**src/rtl/switch_conditioner_pkg.sv**
```systemverilog
// switch_conditioner_pkg
//
// Shared definitions for the switch conditioning stage.
//   db_state_e              per-bit debounce state; bit 1 is the accepted (clean) level
//   DEFAULT_WIDTH           default number of switch bits (a, b, c)
//   DEFAULT_DEBOUNCE_CYCLES default stable-cycle count (10 ms at 50 MHz)
//   cnt_width()             width of the debounce counter for a given cycle count
//   level_of()              accepted level encoded in a state

package switch_conditioner_pkg;

   // Encoding chosen so that bit 1 is the accepted level: the clean output
   // and the rise/fall edges fall straight out of the state register.
   typedef enum logic [1:0] {
      STABLE_LOW  = 2'b00,
      WAIT_HIGH   = 2'b01,
      STABLE_HIGH = 2'b11,
      WAIT_LOW    = 2'b10
   } db_state_e;

   localparam int unsigned DEFAULT_WIDTH           = 3;
   localparam int unsigned DEFAULT_DEBOUNCE_CYCLES = 500000;

   // Counter only needs to reach cycles-1; keep at least one bit so the
   // degenerate single-cycle configuration still elaborates.
   function automatic int unsigned cnt_width(input int unsigned cycles);
      int unsigned w;
      w = (cycles > 1) ? $clog2(cycles) : 1;
      return w;
   endfunction

   function automatic logic level_of(input db_state_e st);
      logic [1:0] enc;
      enc = st;
      return enc[1];
   endfunction

endpackage

```
**src/rtl/switch_conditioner_if.sv**
```systemverilog
// switch_conditioner_if
//
// Signal bundle between the raw switch source and the conditioning stage.
//   sw_in    raw asynchronous switch levels (driven by the source / master)
//   sw_clean debounced, synchronized levels
//   sw_rise  per-bit one-cycle pulse on a 0->1 clean transition
//   sw_fall  per-bit one-cycle pulse on a 1->0 clean transition
//   changed  OR of every rise and fall strobe
// master: the switch source and downstream consumer; slave: the conditioner.

interface switch_conditioner_if #(
   parameter int unsigned WIDTH = 3
);

   logic [WIDTH-1:0] sw_in;
   logic [WIDTH-1:0] sw_clean;
   logic [WIDTH-1:0] sw_rise;
   logic [WIDTH-1:0] sw_fall;
   logic             changed;

   modport master (
      output sw_in,
      input  sw_clean,
      input  sw_rise,
      input  sw_fall,
      input  changed
   );

   modport slave (
      input  sw_in,
      output sw_clean,
      output sw_rise,
      output sw_fall,
      output changed
   );

endinterface

```
**src/rtl/switch_conditioner_debounce_bit.sv**
```systemverilog
// debounce_bit
//
// Conditions a single raw switch bit: two-flop synchronizer, stable-cycle
// counter with a four-state machine, and registered rise/fall strobes.
//   clk    rising-edge clock
//   reset  synchronous active-high reset
//   raw    raw asynchronous switch level
//   clean  accepted level, changes only after DEBOUNCE_CYCLES stable samples
//   rise   one-cycle pulse in the first cycle clean reads 1
//   fall   one-cycle pulse in the first cycle clean reads 0

module debounce_bit
   import switch_conditioner_pkg::*;
#(
   parameter int unsigned DEBOUNCE_CYCLES = DEFAULT_DEBOUNCE_CYCLES
) (
   input  logic clk,
   input  logic reset,
   input  logic raw,
   output logic clean,
   output logic rise,
   output logic fall
);

   localparam int unsigned      CNT_W    = cnt_width(DEBOUNCE_CYCLES);
   localparam logic [CNT_W-1:0] TERMINAL = CNT_W'(DEBOUNCE_CYCLES - 1);

   // Synchronizer; nothing else looks at raw.
   logic sync1_q;
   logic sync2_q;
   logic s;

   always_ff @(posedge clk) begin
      if (reset) begin
         sync1_q <= 1'b0;
         sync2_q <= 1'b0;
      end else begin
         sync1_q <= raw;
         sync2_q <= sync1_q;
      end
   end

   assign s = sync2_q;

   // Debounce state machine and counter.
   db_state_e        state_q, state_d;
   logic [CNT_W-1:0] cnt_q, cnt_d;
   logic             terminal;

   assign terminal = (cnt_q == TERMINAL);

   // cnt_d defaults to 0: every path that does not keep counting (level
   // matches, bounce back, or terminal count) must clear it.
   always_comb begin
      state_d = state_q;
      cnt_d   = '0;
      unique case (state_q)
         STABLE_LOW: begin
            if (s) begin
               // terminal is already true here when DEBOUNCE_CYCLES == 1
               if (terminal) begin
                  state_d = STABLE_HIGH;
               end else begin
                  state_d = WAIT_HIGH;
                  cnt_d   = cnt_q + 1'b1;
               end
            end
         end
         WAIT_HIGH: begin
            if (!s) begin
               state_d = STABLE_LOW;
            end else if (terminal) begin
               state_d = STABLE_HIGH;
            end else begin
               cnt_d = cnt_q + 1'b1;
            end
         end
         STABLE_HIGH: begin
            if (!s) begin
               if (terminal) begin
                  state_d = STABLE_LOW;
               end else begin
                  state_d = WAIT_LOW;
                  cnt_d   = cnt_q + 1'b1;
               end
            end
         end
         WAIT_LOW: begin
            if (s) begin
               state_d = STABLE_HIGH;
            end else if (terminal) begin
               state_d = STABLE_LOW;
            end else begin
               cnt_d = cnt_q + 1'b1;
            end
         end
         default: begin
            state_d = STABLE_LOW;
         end
      endcase
   end

   // Strobes are computed from the next state so they appear in the same
   // cycle the new clean level first becomes visible.
   logic rise_q;
   logic fall_q;

   always_ff @(posedge clk) begin
      if (reset) begin
         state_q <= STABLE_LOW;
         cnt_q   <= '0;
         rise_q  <= 1'b0;
         fall_q  <= 1'b0;
      end else begin
         state_q <= state_d;
         cnt_q   <= cnt_d;
         rise_q  <= ~level_of(state_q) &  level_of(state_d);
         fall_q  <=  level_of(state_q) & ~level_of(state_d);
      end
   end

   assign clean = level_of(state_q);
   assign rise  = rise_q;
   assign fall  = fall_q;

endmodule

```
**src/rtl/switch_conditioner.sv**
```systemverilog
// switch_conditioner
//
// Input conditioning stage in front of the truth-table labs. Each switch bit
// is synchronized and debounced independently; rise/fall/changed strobes let
// sequential labs react to switch events.
//   clk    rising-edge clock
//   reset  synchronous active-high reset
//   bus    switch_conditioner_if.slave:
//            sw_in (raw levels, bit 2 = a, bit 1 = b, bit 0 = c),
//            sw_clean, sw_rise, sw_fall, changed
// All outputs come from registers; there is no combinational path from sw_in.

module switch_conditioner
   import switch_conditioner_pkg::*;
#(
   parameter int unsigned WIDTH           = DEFAULT_WIDTH,
   parameter int unsigned DEBOUNCE_CYCLES = DEFAULT_DEBOUNCE_CYCLES
) (
   input  logic                 clk,
   input  logic                 reset,
   switch_conditioner_if.slave  bus
);

   logic [WIDTH-1:0] clean;
   logic [WIDTH-1:0] rise;
   logic [WIDTH-1:0] fall;

   for (genvar i = 0; i < WIDTH; i++) begin : g_bit
      debounce_bit #(
         .DEBOUNCE_CYCLES (DEBOUNCE_CYCLES)
      ) u_debounce_bit (
         .clk   (clk),
         .reset (reset),
         .raw   (bus.sw_in[i]),
         .clean (clean[i]),
         .rise  (rise[i]),
         .fall  (fall[i])
      );
   end

   assign bus.sw_clean = clean;
   assign bus.sw_rise  = rise;
   assign bus.sw_fall  = fall;
   // Simultaneous events on several bits collapse into one pulse.
   assign bus.changed  = |{rise, fall};

endmodule

```
**src/flat_wrapper.sv**
```systemverilog
// flat-port wrapper written by rule: the top's interface ports become plain ports
module switch_conditioner_flat import switch_conditioner_pkg::*;
#(
   parameter int unsigned WIDTH           = DEFAULT_WIDTH,
   parameter int unsigned DEBOUNCE_CYCLES = DEFAULT_DEBOUNCE_CYCLES
)
  (clk, reset, bus_sw_in, bus_sw_clean, bus_sw_rise, bus_sw_fall, bus_changed);
  switch_conditioner_if #(.WIDTH(WIDTH)) bus_i ();
  input  logic clk;
  input  logic reset;
  input wire logic [$bits(bus_i.sw_in)-1:0] bus_sw_in;
  output wire logic [$bits(bus_i.sw_clean)-1:0] bus_sw_clean;
  output wire logic [$bits(bus_i.sw_rise)-1:0] bus_sw_rise;
  output wire logic [$bits(bus_i.sw_fall)-1:0] bus_sw_fall;
  output wire logic [$bits(bus_i.changed)-1:0] bus_changed;
  assign bus_i.sw_in = bus_sw_in;
  assign bus_sw_clean = bus_i.sw_clean;
  assign bus_sw_rise = bus_i.sw_rise;
  assign bus_sw_fall = bus_i.sw_fall;
  assign bus_changed = bus_i.changed;
  switch_conditioner #(.WIDTH(WIDTH), .DEBOUNCE_CYCLES(DEBOUNCE_CYCLES)) u_core (.clk(clk), .reset(reset), .bus(bus_i));
endmodule
```
**config.mk**
```make
export PLATFORM = sky130hd
export DESIGN_NAME = switch_conditioner_flat
export DESIGN_NICKNAME = d
export VERILOG_FILES = /design/src/rtl/switch_conditioner_pkg.sv /design/src/rtl/switch_conditioner_if.sv /design/src/rtl/switch_conditioner_debounce_bit.sv /design/src/rtl/switch_conditioner.sv /design/src/flat_wrapper.sv
export SDC_FILE = /design/constraint.sdc
export NUM_CORES = 1
export LEC_CHECK = 0
export CAP_MARGIN = 20
export CORE_MARGIN = 2
export CORE_UTILIZATION = 40
export DETAILED_ROUTE_END_ITERATION = 10
export GPL_TIMING_DRIVEN = 0
export SYNTH_ARGS = -nofsm -noshare
export SYNTH_HDL_FRONTEND = slang
export SYNTH_HIERARCHICAL = 1
export SYNTH_SLANG_ARGS = --single-unit
```
**constraint.sdc**
```tcl
create_clock -name clk -period 4.25 [get_ports clk]
set_clock_uncertainty 0.2 [all_clocks]
set_input_delay 0.85 -clock clk [delete_from_list [all_inputs] [get_ports clk]]
set_output_delay 0.85 -clock clk [all_outputs]
set_load 0.05 [all_outputs]
```
==> results of run 1 <==
-- logic make-up (layout without fill, tap and decap cells) --
kind of cell             Yosys count  after routing
AO/OA/AOI/OAI                     15             15
XOR/XNOR                          47             47
adder cells (fa/ha/maj)            3              3
buffers and inverters             14             44
flip-flops                        72             72
multiplexers                       5              5
AND/OR/NAND/NOR                  180            180
-- final cells by class --
cell class / count / area share [%]
timing repair buffer: 14 / 3.81
sequential: 72 / 39.2
buffer: 5 / 1.26
inverter: 9 / 0.918
tap: 102 / 3.47
clock buffer: 11 / 3.57
clock inverter: 5 / 2.21
multi-input combinational: 250 / 45.6
-- stage by stage --
stage	area (um2)	util, %	instances	power (mW)
3_3_place_gp	3470	44.9	452	0.713
6_report	3680	47.6	468	1.28
2_1_floorplan	3200	-	336	0.705
3_5_place_dp	3470	44.9	452	0.713
5_1_grt	3680	47.6	468	1.34
4_1_cts	3680	47.6	468	1.30
-- power by group --
group | switching [mW] | leakage [nW] | internal, mW
combinational | 0.00831 | 0.421 | 0.00896
sequential | 0.00225 | 0.581 | 0.678
clock | 0.252 | 0.104 | 0.331
total | 0.263 | 1.11 | 1.02
-- worst register-to-register path, cell delays in order (launching register included) --
cell and delay [ns]:
dfxtp_1 0.41, ha_1 0.26, nand3_4 0.16, or3b_1 0.44
o21ai_2 0.34, buf_6 0.20, nor2_1 0.05
-- flip-flops by register name, summed over array words and instances, names as in the netlist --
register / flops
u_core/g_bit.u_debounce_bit/rise: 3
u_core/g_bit.u_debounce_bit/fall: 3
u_core/g_bit.u_debounce_bit/sync1_q: 3
u_core/g_bit.u_debounce_bit/cnt_q: 57
u_core/g_bit.u_debounce_bit/state_q: 3
u_core/g_bit.u_debounce_bit/s: 3
-- cells in the mapped netlist, types with 2 or more instances --
| cell type | number | share of area [%] |
|---|---|---|
| nor4_2 | 2 | 0.78 |
| and3_1 | 3 | 0.59 |
| nand4_2 | 3 | 1.2 |
| dfxtp_1 | 72 | 45 |
| o21ai_0 | 3 | 0.47 |
| nor2_1 | 65 | 7.6 |
| nor4b_2 | 2 | 0.94 |
| and4_1 | 2 | 0.55 |
| mux2i_1 | 5 | 1.6 |
| or4_1 | 5 | 1.2 |
| inv_1 | 8 | 0.94 |
| nand2_1 | 11 | 1.3 |
| nor4bb_1 | 2 | 0.63 |
| nor2b_1 | 6 | 1.2 |
| or3_1 | 3 | 0.59 |
| a21oi_1 | 7 | 1.1 |
| xor2_1 | 9 | 2.5 |
| or3b_1 | 2 | 0.55 |
| nor3_1 | 16 | 2.5 |
| nand3_4 | 2 | 1.1 |
| buf_6 | 3 | 1.1 |
| nand4_4 | 4 | 2.7 |
| xnor2_1 | 38 | 10 |
| ha_1 | 3 | 1.2 |
| nor4_1 | 12 | 2.3 |
| nand3_1 | 18 | 2.8 |
| nand2b_1 | 6 | 1.2 |
| o21ai_2 | 2 | 0.55 |
| nand4_1 | 11 | 2.2 |
-- per-layer routing --
layer / wire [um] / up-vias / part of all wire, %
met5: 0 / - / 0
met2: 2570 / 39 / 43
met1: 3110 / 1113 / 51
met3: 277 / 8 / 4.6
met4: 85 / 0 / 1.4
li1: - / 1230 / -
-- worst min path at each step --
stage,end,cells past startpoint,start
after floorplan,u_core/g_bit[0].u_debounce_bit/s,1,u_core/g_bit[0].u_debounce_bit/sync1_q
after global placement,u_core/g_bit[1].u_debounce_bit/s,1,u_core/g_bit[1].u_debounce_bit/sync1_q
after detailed placement,u_core/g_bit[1].u_debounce_bit/s,1,u_core/g_bit[1].u_debounce_bit/sync1_q
after CTS,u_core/g_bit[0].u_debounce_bit/s,1,u_core/g_bit[0].u_debounce_bit/sync1_q
after global routing,u_core/g_bit[1].u_debounce_bit/s,1,u_core/g_bit[1].u_debounce_bit/sync1_q
final,u_core/g_bit[1].u_debounce_bit/s,1,u_core/g_bit[1].u_debounce_bit/sync1_q
==> out/metrics.cfg, run 1 <==
[status]
status=finished, final reports clean

[place]
gp_congestion=0.773
pre_cts_ws_ns=1.65
numPortBuffers=14
dp_hpwl_mm=4.20

[critical_path]
r2r-end=u_core/g_bit[1].u_debounce_bit/cnt_q[2]
cp.depth=3
path_cells=nor4_1, nand2_1, clkdlybuf4s50_1
critPathMaxStageDelay_ns=0.71
worstSetupStartpointType=flip-flop
critical_path_peak_fanout=2
r2r_start=u_core/g_bit[1].u_debounce_bit/cnt_q[0]
cp.buffers_inverters=1
rrSetupSlack_ns=2.08
crit_path_end_kind=primary output
path_delay_family=buffers and inverters
cp_slowest_cell=clkdlybuf4s50_1
worstSetupPathType=flip-flop to primary output
worstPathArrival_ns=1.91
crit_required_ns=3.20
reg2reg_depth=6
crit_start=u_core/g_bit[2].u_debounce_bit/fall
crit_path_end=bus_changed

[timing]
period_minus_slack_ns=2.96
max_slew_margin_pct=61.9
setup_viol=0
fin_tns_setup_ns=0
rsz0062_at_grt=false
clock.fmax_ghz=0.338
drv_slew=0
timing.hold.ws_ns=0.242
worst_slack_ns=1.29
hold_viol=0
worst_slew_pin_slew_ns=0.570
fin_crit_sh_pct=69.7

[grt]
met3_usage_pct=5.80
grt_max_degree=16
met1_usage_pct=21.0
use_met2_pct=22.4
grt_pass1_vias=2248
grt_pass1_wl_mm=10.6
grt_overflow=0
antenna_found_initial=0
top_usage_layer=met2
grtUsageTotal_pct=15.4

[synth]
yosysSeqAreaShare_pct=45.0
synth-xor-area-share_pct=12.9
synth_area_mm2=0.00320
synthMuxAreaShare_pct=1.56
synth_compound_area_share_pct=3.48
syn_nets=344
synth_cells=336
synth_top_family_by_area=simple AND/OR/NAND/NOR gates
synthAdderAreaFrac_pct=1.17
synth-seq-cells=72
syn_avg_cell_area_um2=9.53
ys_types=40
ys.flop_type=dfxtp_1
ys.warnings.count=6
synth-edff-count=0
synthArstFlopShare_pct=0
yosys.area_share.simple_pct=33.4

[detailed_routing]
wl_mm=6.04
wire_per_inst_um=12.9
vias=2390
ant_nets=0
remaining_drc_errors=0
drtIter0Drc=85
viasPerCell=5.11
drt-pass1-iter-count=4

[clock_tree]
cts_buffers=9
cts_sinks=72
clockBufferDepth=2
clk-insertion-delay-late_ns=0.35
cts_tree=done
cts_resized=0
clockRootBuffer=clkbuf_8
postCtsHoldBufs=0
post_cts_buffers=0
htree_num_levels=3
clk_pin_slew_ns=0.08

[die]
io-pin-count=15
rows=32
fp.dieH_um=93.5
die_x_um=93.5
dieArea_mm2=0.00873
start_util_pct=41.4
coreArea_mm2=0.00773

[cells_and_area]
multiInputGateArea_mm2=0.00168
layout_commonest_cell=dfxtp_1
layout-drive-gt1-share_pct=10.9
final_cell_mix=dfxtp_1, nor2_1, xnor2_1
regArea_mm2=0.00144
num_antenna_cells=0
nFillCells=746
final_nets=369
syn_to_final_growth_pct=15.0

[run]
cap_violations=0

[power_and_ir_drop]
ir_drop_mv=0.207
power_density_mw_per_mm2=348
power.leakage_nw=1.11

[min_path]
hp-class=flip-flop to flip-flop

No activity file was read; power rests on OpenSTA's default activity.
==> run 2: changes to the inputs <==
==> constraint.sdc (replaced) <==
create_clock -name clk -period 2.6 [get_ports clk]
set_clock_uncertainty 0.2 [all_clocks]
set_input_delay 0.52 -clock clk [delete_from_list [all_inputs] [get_ports clk]]
set_output_delay 0.52 -clock clk [all_outputs]
set_load 0.05 [all_outputs]
==> run 2 against run 1 <==
Wire length hardly changed; final cell count did not move; non-clock buffer count is the same; via count is the same; sequential power increased by 63%; total power increased by 63%; final area hardly changed; largest cell class unchanged.
==> out/metrics.cfg, run 2 (synthesized netlist as in run 1, its figures left out) <==
[status]
status=finished, final reports clean

[cells_and_area]
final_nets=369  ; unchanged
stdcell_count=468  ; unchanged
syn_to_final_growth_pct=15.0  ; about the same
num_antenna_cells=0  ; unchanged
layout_commonest_cell=dfxtp_1
largest_register_ff_count=57  ; unchanged
regMostFlops=u_core/g_bit.u_debounce_bit/cnt_q
nFillCells=747  ; +0.13%
final_cell_mix=dfxtp_1, nor2_1, xnor2_1
layout-drive-gt1-share_pct=10.9  ; unchanged

[detailed_routing]
vias=2390  ; unchanged
wire_per_inst_um=12.9  ; about the same
remaining_drc_errors=0  ; unchanged
drt-pass1-iter-count=4  ; unchanged
viasPerCell=5.11  ; unchanged
ant_nets=0  ; unchanged
drtIter0Drc=85  ; unchanged
wl_mm=6.04  ; about the same

[timing]
worst_slew_pin_slew_ns=0.570  ; unchanged
clock.fmax_ghz=0.426
hold_viol=0  ; unchanged
drv_slew=0  ; unchanged
rsz0062_at_grt=false
fin_crit_sh_pct=90.2
setup_viol=0  ; unchanged
fin_tns_setup_ns=0  ; unchanged
max_slew_margin_pct=61.9  ; unchanged
period_minus_slack_ns=2.35
worst_slack_ns=0.255  ; -1.03 ns

[power_and_ir_drop]
p_sw_share_pct=20.5  ; about the same
power.leakage_nw=1.11  ; +0.44%
ir_drop_mv=0.338  ; +63%
power_density_mw_per_mm2=569  ; +64%
power.switching_uw=430  ; +63%
p_seq_share_pct=53.1  ; about the same
pwr-share-clk_pct=45.6  ; about the same
p_comb_share_pct=1.3  ; about the same
internal-power_mw=1.66  ; +63%

[critical_path]
worstPathArrival_ns=1.63  ; -0.28 ns
cp_slowest_cell=nor4_1
worstSetupPathType=flip-flop to primary output
critPathMaxStageDelay_ns=0.43  ; -0.28 ns
crit_path_end_kind=primary output
worstSetupStartpointType=flip-flop
critical_path_peak_fanout=2  ; unchanged
path_cells=nor4_1, nand2_1, dlygate4sd2_1
crit_required_ns=1.88  ; -1.32 ns

[clock_tree]
cts_buffers=9  ; unchanged
clockBufferDepth=2  ; unchanged
post_cts_buffers=0  ; unchanged
htree_num_levels=3  ; unchanged
clk_pin_slew_ns=0.08  ; about the same
clockRootBuffer=clkbuf_8
clk-insertion-delay-late_ns=0.35  ; about the same
cts_sinks=72  ; unchanged
cts_tree=done

[grt]
grtUsageTotal_pct=15.4  ; unchanged
grt_pass1_wl_mm=10.6  ; unchanged
antenna_found_initial=0  ; unchanged
grt_overflow=0  ; unchanged
grt_pass1_vias=2248  ; unchanged
grt_max_degree=16  ; unchanged

[die]
die_x_um=93.5  ; unchanged
rows=32  ; unchanged
start_util_pct=41.4  ; unchanged
fp.dieH_um=93.5  ; unchanged
dieArea_mm2=0.00873  ; unchanged
io-pin-count=15  ; unchanged
coreArea_mm2=0.00773  ; unchanged

[run]
cap_violations=0  ; unchanged

[min_path]
hp-class=flip-flop to flip-flop

[place]
pre_cts_ws_ns=0.330  ; -1.32 ns
gp_congestion=0.773  ; unchanged
post-place-cells=452  ; unchanged
dp_hpwl_mm=4.20  ; unchanged
numPortBuffers=14  ; unchanged

-- run 2: layout make-up --
| class | count | area [um2] | area share [%] |
|---|---|---|---|
| clock buffers | 11 | 131 | 3.57 |
| inverters | 9 | 33.8 | 0.918 |
| repair buffers | 14 | 139 | 3.77 |
| plain buffers | 5 | 46.3 | 1.26 |
| well taps | 102 | 128 | 3.47 |
| flip-flops and latches | 72 | 1440 | 39.2 |
| clock inverters | 5 | 81.3 | 2.21 |
| multi-input cells | 250 | 1680 | 45.6 |
-- run 2: power by group through the flow --
stage | registers (mW) | logic [mW] | clock network, mW
2_1_floorplan | 1.14 | 0.0164 | 0
3_3_place_gp | 1.14 | 0.0284 | 0
3_5_place_dp | 1.14 | 0.0291 | 0
4_1_cts | 1.11 | 0.0291 | 0.981
5_1_grt | 1.11 | 0.0316 | 1.04
6_report | 1.11 | 0.0282 | 0.954
-- run 2: path summary, 6_finish.rpt --
| kind | end | slack (ns) | cells past startpoint | startpoint |
|---|---|---|---|---|
| worst max-delay path | bus_changed | 0.25 | 3 | u_core/g_bit[2].u_debounce_bit/fall |
| worst min-delay path | u_core/g_bit[1].u_debounce_bit/s | 0.24 | 1 | u_core/g_bit[1].u_debounce_bit/sync1_q |
| worst max register to register | u_core/g_bit[1].u_debounce_bit/cnt_q[2] | 0.43 | 6 | u_core/g_bit[1].u_debounce_bit/cnt_q[0] |
| worst min register to register | u_core/g_bit[1].u_debounce_bit/s | 0.24 | 1 | u_core/g_bit[1].u_debounce_bit/sync1_q |
-- run 2: what timing repair did --
action | in CTS | in global routing
gates resized for setup | 1 | 0
hold buffers | 0 | 0
setup endpoints to repair | 1 | 0
-- run 2: stage by stage --
| stage | util [%] | cell area, um2 | power (mW) | hold slack (ns) |
|---|---|---|---|---|
| final | 47.6 | 3680 | 2.09 | 0.242 |
| after global routing | 47.6 | 3680 | 2.18 | 0.260 |
| after CTS | 47.6 | 3680 | 2.12 | 0.244 |
| after detailed placement | 44.9 | 3470 | 1.17 | 0.223 |
| after global placement | 44.9 | 3470 | 1.17 | 0.218 |
| after floorplan | - | 3200 | 1.15 | 0.214 |
-- run 2: worst max-delay path: cells and delay by family (launching register included) --
| family | cells | cell delay (ns) |
|---|---|---|
| DFF | 1 | 0.33 |
| buffers and inverters | 1 | 0.43 |
| and+or+nand+nor | 2 | 0.53 |
-- run 2: metal layers --
layer  vias to the layer above  GRT usage, %  part of all wire [%]  wire [um]
li1                       1230             -                     -          -
met1                      1113          21.0                    51       3110
met2                        39          22.4                    43       2570
met3                         8          5.80                   4.6        277
met4                         0          4.90                   1.4         85
met5                         -             0                     0          0
==> run 3: changes to the inputs <==
--- a/config.mk
+++ b/config.mk
@@ -5,8 +5,8 @@
 export SDC_FILE = /design/constraint.sdc
 export NUM_CORES = 1
 export LEC_CHECK = 0
+export ABC_AREA = 0
 export CAP_MARGIN = 20
-export CORE_MARGIN = 2
 export CORE_UTILIZATION = 40
 export DETAILED_ROUTE_END_ITERATION = 10
 export GPL_TIMING_DRIVEN = 0
==> run 3 against run 2 <==
Critical path depth decreased by 2; non-clock buffer count unchanged; die area decreased by 4.2%; sequential cell count unchanged; critical path type unchanged; highest routed layer unchanged.
==> out/metrics.cfg, run 3 (synthesized netlist as in run 1, its figures left out) <==
[status]
status=finished, final reports clean

[cells_and_area]
syn_to_final_growth_pct=15.3
layout_commonest_cell=dfxtp_1
multiInputGateArea_mm2=0.00168  ; unchanged
design_area_mm2=0.00369  ; +0.31%
layout-drive-gt1-share_pct=11.0  ; +0.030 points
largest_register_ff_count=57  ; unchanged
final_cell_mix=dfxtp_1, nor2_1, xnor2_1
regMostFlops=u_core/g_bit.u_debounce_bit/cnt_q
utilization_pct=47.8  ; +0.15 points
nFillCells=745  ; -0.27%
final_nets=369  ; unchanged
regArea_mm2=0.00144  ; unchanged
num_antenna_cells=0  ; unchanged
stdcell_count=467  ; -0.21%

[clock_tree]
cts_resized=0  ; -1
htree_num_levels=3  ; unchanged
clk_pin_slew_ns=0.07  ; about the same
clk-insertion-delay-late_ns=0.34  ; about the same
cts_sinks=72  ; unchanged
postCtsHoldBufs=0  ; unchanged
post_cts_buffers=0  ; unchanged
cts_tree=done
cts_buffers=9  ; unchanged
clockBufferDepth=2  ; unchanged
clockRootBuffer=clkbuf_8

[power_and_ir_drop]
internal-power_mw=1.71  ; +2.8%
pwr-share-clk_pct=45.9  ; +0.3 points
power.switching_uw=397  ; -7.7%
power.leakage_nw=1.13  ; +2.1%
p_comb_share_pct=1.3  ; about the same
power_density_mw_per_mm2=570  ; +0.30%
ir_drop_mv=0.354  ; +4.9%
p_seq_share_pct=52.8  ; -0.3 points
p_sw_share_pct=18.8  ; -1.7 points
power_mw=2.11  ; +0.61%

[timing]
worst_slew_pin_slew_ns=0.627  ; +0.0574 ns
clock.fmax_ghz=0.433  ; +1.6%
max_slew_margin_pct=58.1  ; -3.8 points
setup_viol=0  ; unchanged
hold_viol=0  ; unchanged
worst_slack_ns=0.293  ; +0.0379 ns
fin_crit_sh_pct=88.7  ; -1.5 points
timing.hold.ws_ns=0.238  ; -0.00385 ns
drv_slew=0  ; unchanged
fin_tns_setup_ns=0  ; unchanged
period_minus_slack_ns=2.31  ; -0.0379 ns
rsz0062_at_grt=false

[detailed_routing]
viasPerCell=5.07  ; -0.75%
remaining_drc_errors=0  ; unchanged
wire_per_inst_um=12.4  ; -3.7%
drtIter0Drc=89  ; +4.7%
ant_nets=0  ; unchanged
vias=2367  ; -0.96%
drt-pass1-iter-count=4  ; unchanged
wl_mm=5.81  ; -3.9%

[die]
start_util_pct=41.4  ; unchanged
rows=32  ; unchanged
dieArea_mm2=0.00836  ; -4.2%
die_x_um=91.5  ; -2.1%
coreArea_mm2=0.00773  ; unchanged
io-pin-count=15  ; unchanged
fp.dieH_um=91.5  ; -2.1%

[place]
placed_cell_area_mm2=0.00347  ; unchanged
pre_cts_ws_ns=0.308  ; -0.0228 ns
post-place-cells=452  ; unchanged
numPortBuffers=14  ; unchanged
gp_congestion=0.790  ; +2.1%
dp_hpwl_mm=4.04  ; -3.6%

[critical_path]
worstPathArrival_ns=1.59  ; -0.04 ns
critPathMaxStageDelay_ns=0.83  ; +0.40 ns
path_delay_family=buffers and inverters
reg2reg_depth=5  ; -1
r2r-end=u_core/g_bit[2].u_debounce_bit/cnt_q[3]
worstSetupStartpointType=flip-flop
cp_slowest_cell=clkdlybuf4s50_1
critical_path_peak_fanout=4  ; +2
cp.buffers_inverters=1  ; unchanged
crit_path_end_kind=primary output
path_cells=clkdlybuf4s50_1
worstSetupPathType=flip-flop to primary output
crit_required_ns=1.88  ; about the same
rrSetupSlack_ns=0.44  ; about the same
r2r_start=u_core/g_bit[2].u_debounce_bit/cnt_q[0]

[min_path]
min_delay_path_depth=1  ; unchanged
min_from=u_core/g_bit[2].u_debounce_bit/sync1_q
hold_end=u_core/g_bit[2].u_debounce_bit/s
hp-class=flip-flop to flip-flop

[grt]
grt_max_degree=16  ; unchanged
grt_pass1_wl_mm=10.1  ; -4.4%
grt_overflow=0  ; unchanged
grtUsageTotal_pct=15.2  ; -0.16 points
antenna_found_initial=0  ; unchanged
grt_pass1_vias=2174  ; -3.3%

[run]
cap_violations=0  ; unchanged

==> run 3: metal layers <==
| layer | track usage [%] | wire length, um | up-vias |
|---|---|---|---|
| met4 | 3.97 | 48 | 0 |
| met5 | 0 | 0 | - |
| met3 | 6.03 | 261 | 5 |
| met1 | 20.1 | 3010 | 1097 |
| li1 | - | - | 1229 |
| met2 | 23.0 | 2490 | 36 |
==> run 3: worst max-delay path by stage <==
stage / from / endpoint / slack (ns) / cells after the start
2_1_floorplan: u_core/g_bit[0].u_debounce_bit/cnt_q[0] / u_core/g_bit[0].u_debounce_bit/cnt_q[18] / 0.66 / 5
3_3_place_gp: reset / u_core/g_bit[2].u_debounce_bit/cnt_q[3] / 0.35 / 5
3_5_place_dp: reset / u_core/g_bit[2].u_debounce_bit/cnt_q[14] / 0.31 / 5
4_1_cts: u_core/g_bit[2].u_debounce_bit/fall / bus_changed / 0.002 / 3
5_1_grt: u_core/g_bit[0].u_debounce_bit/state_q[1] / bus_sw_clean[0] / 0.22 / 1
6_report: u_core/g_bit[2].u_debounce_bit/state_q[1] / bus_sw_clean[2] / 0.29 / 1
==> run 3: area by class of cell <==
cell class,instances,area share [%]
buffer,5,1.25
clock inverter,3,1.76
clock buffer,12,4.20
multi-input combinational,250,45.5
inverter,9,0.915
timing repair buffer,14,3.86
sequential,72,39.1
tap,102,3.46
==> run 3: power by group through the flow <==
stage	combinational [mW]	sequential [mW]	clock, mW
final	0.0284	1.11	0.966
after global routing	0.0315	1.11	1.06
after floorplan	0.0164	1.14	0
after global placement	0.0284	1.14	0
after detailed placement	0.0288	1.14	0
after CTS	0.0289	1.11	0.997
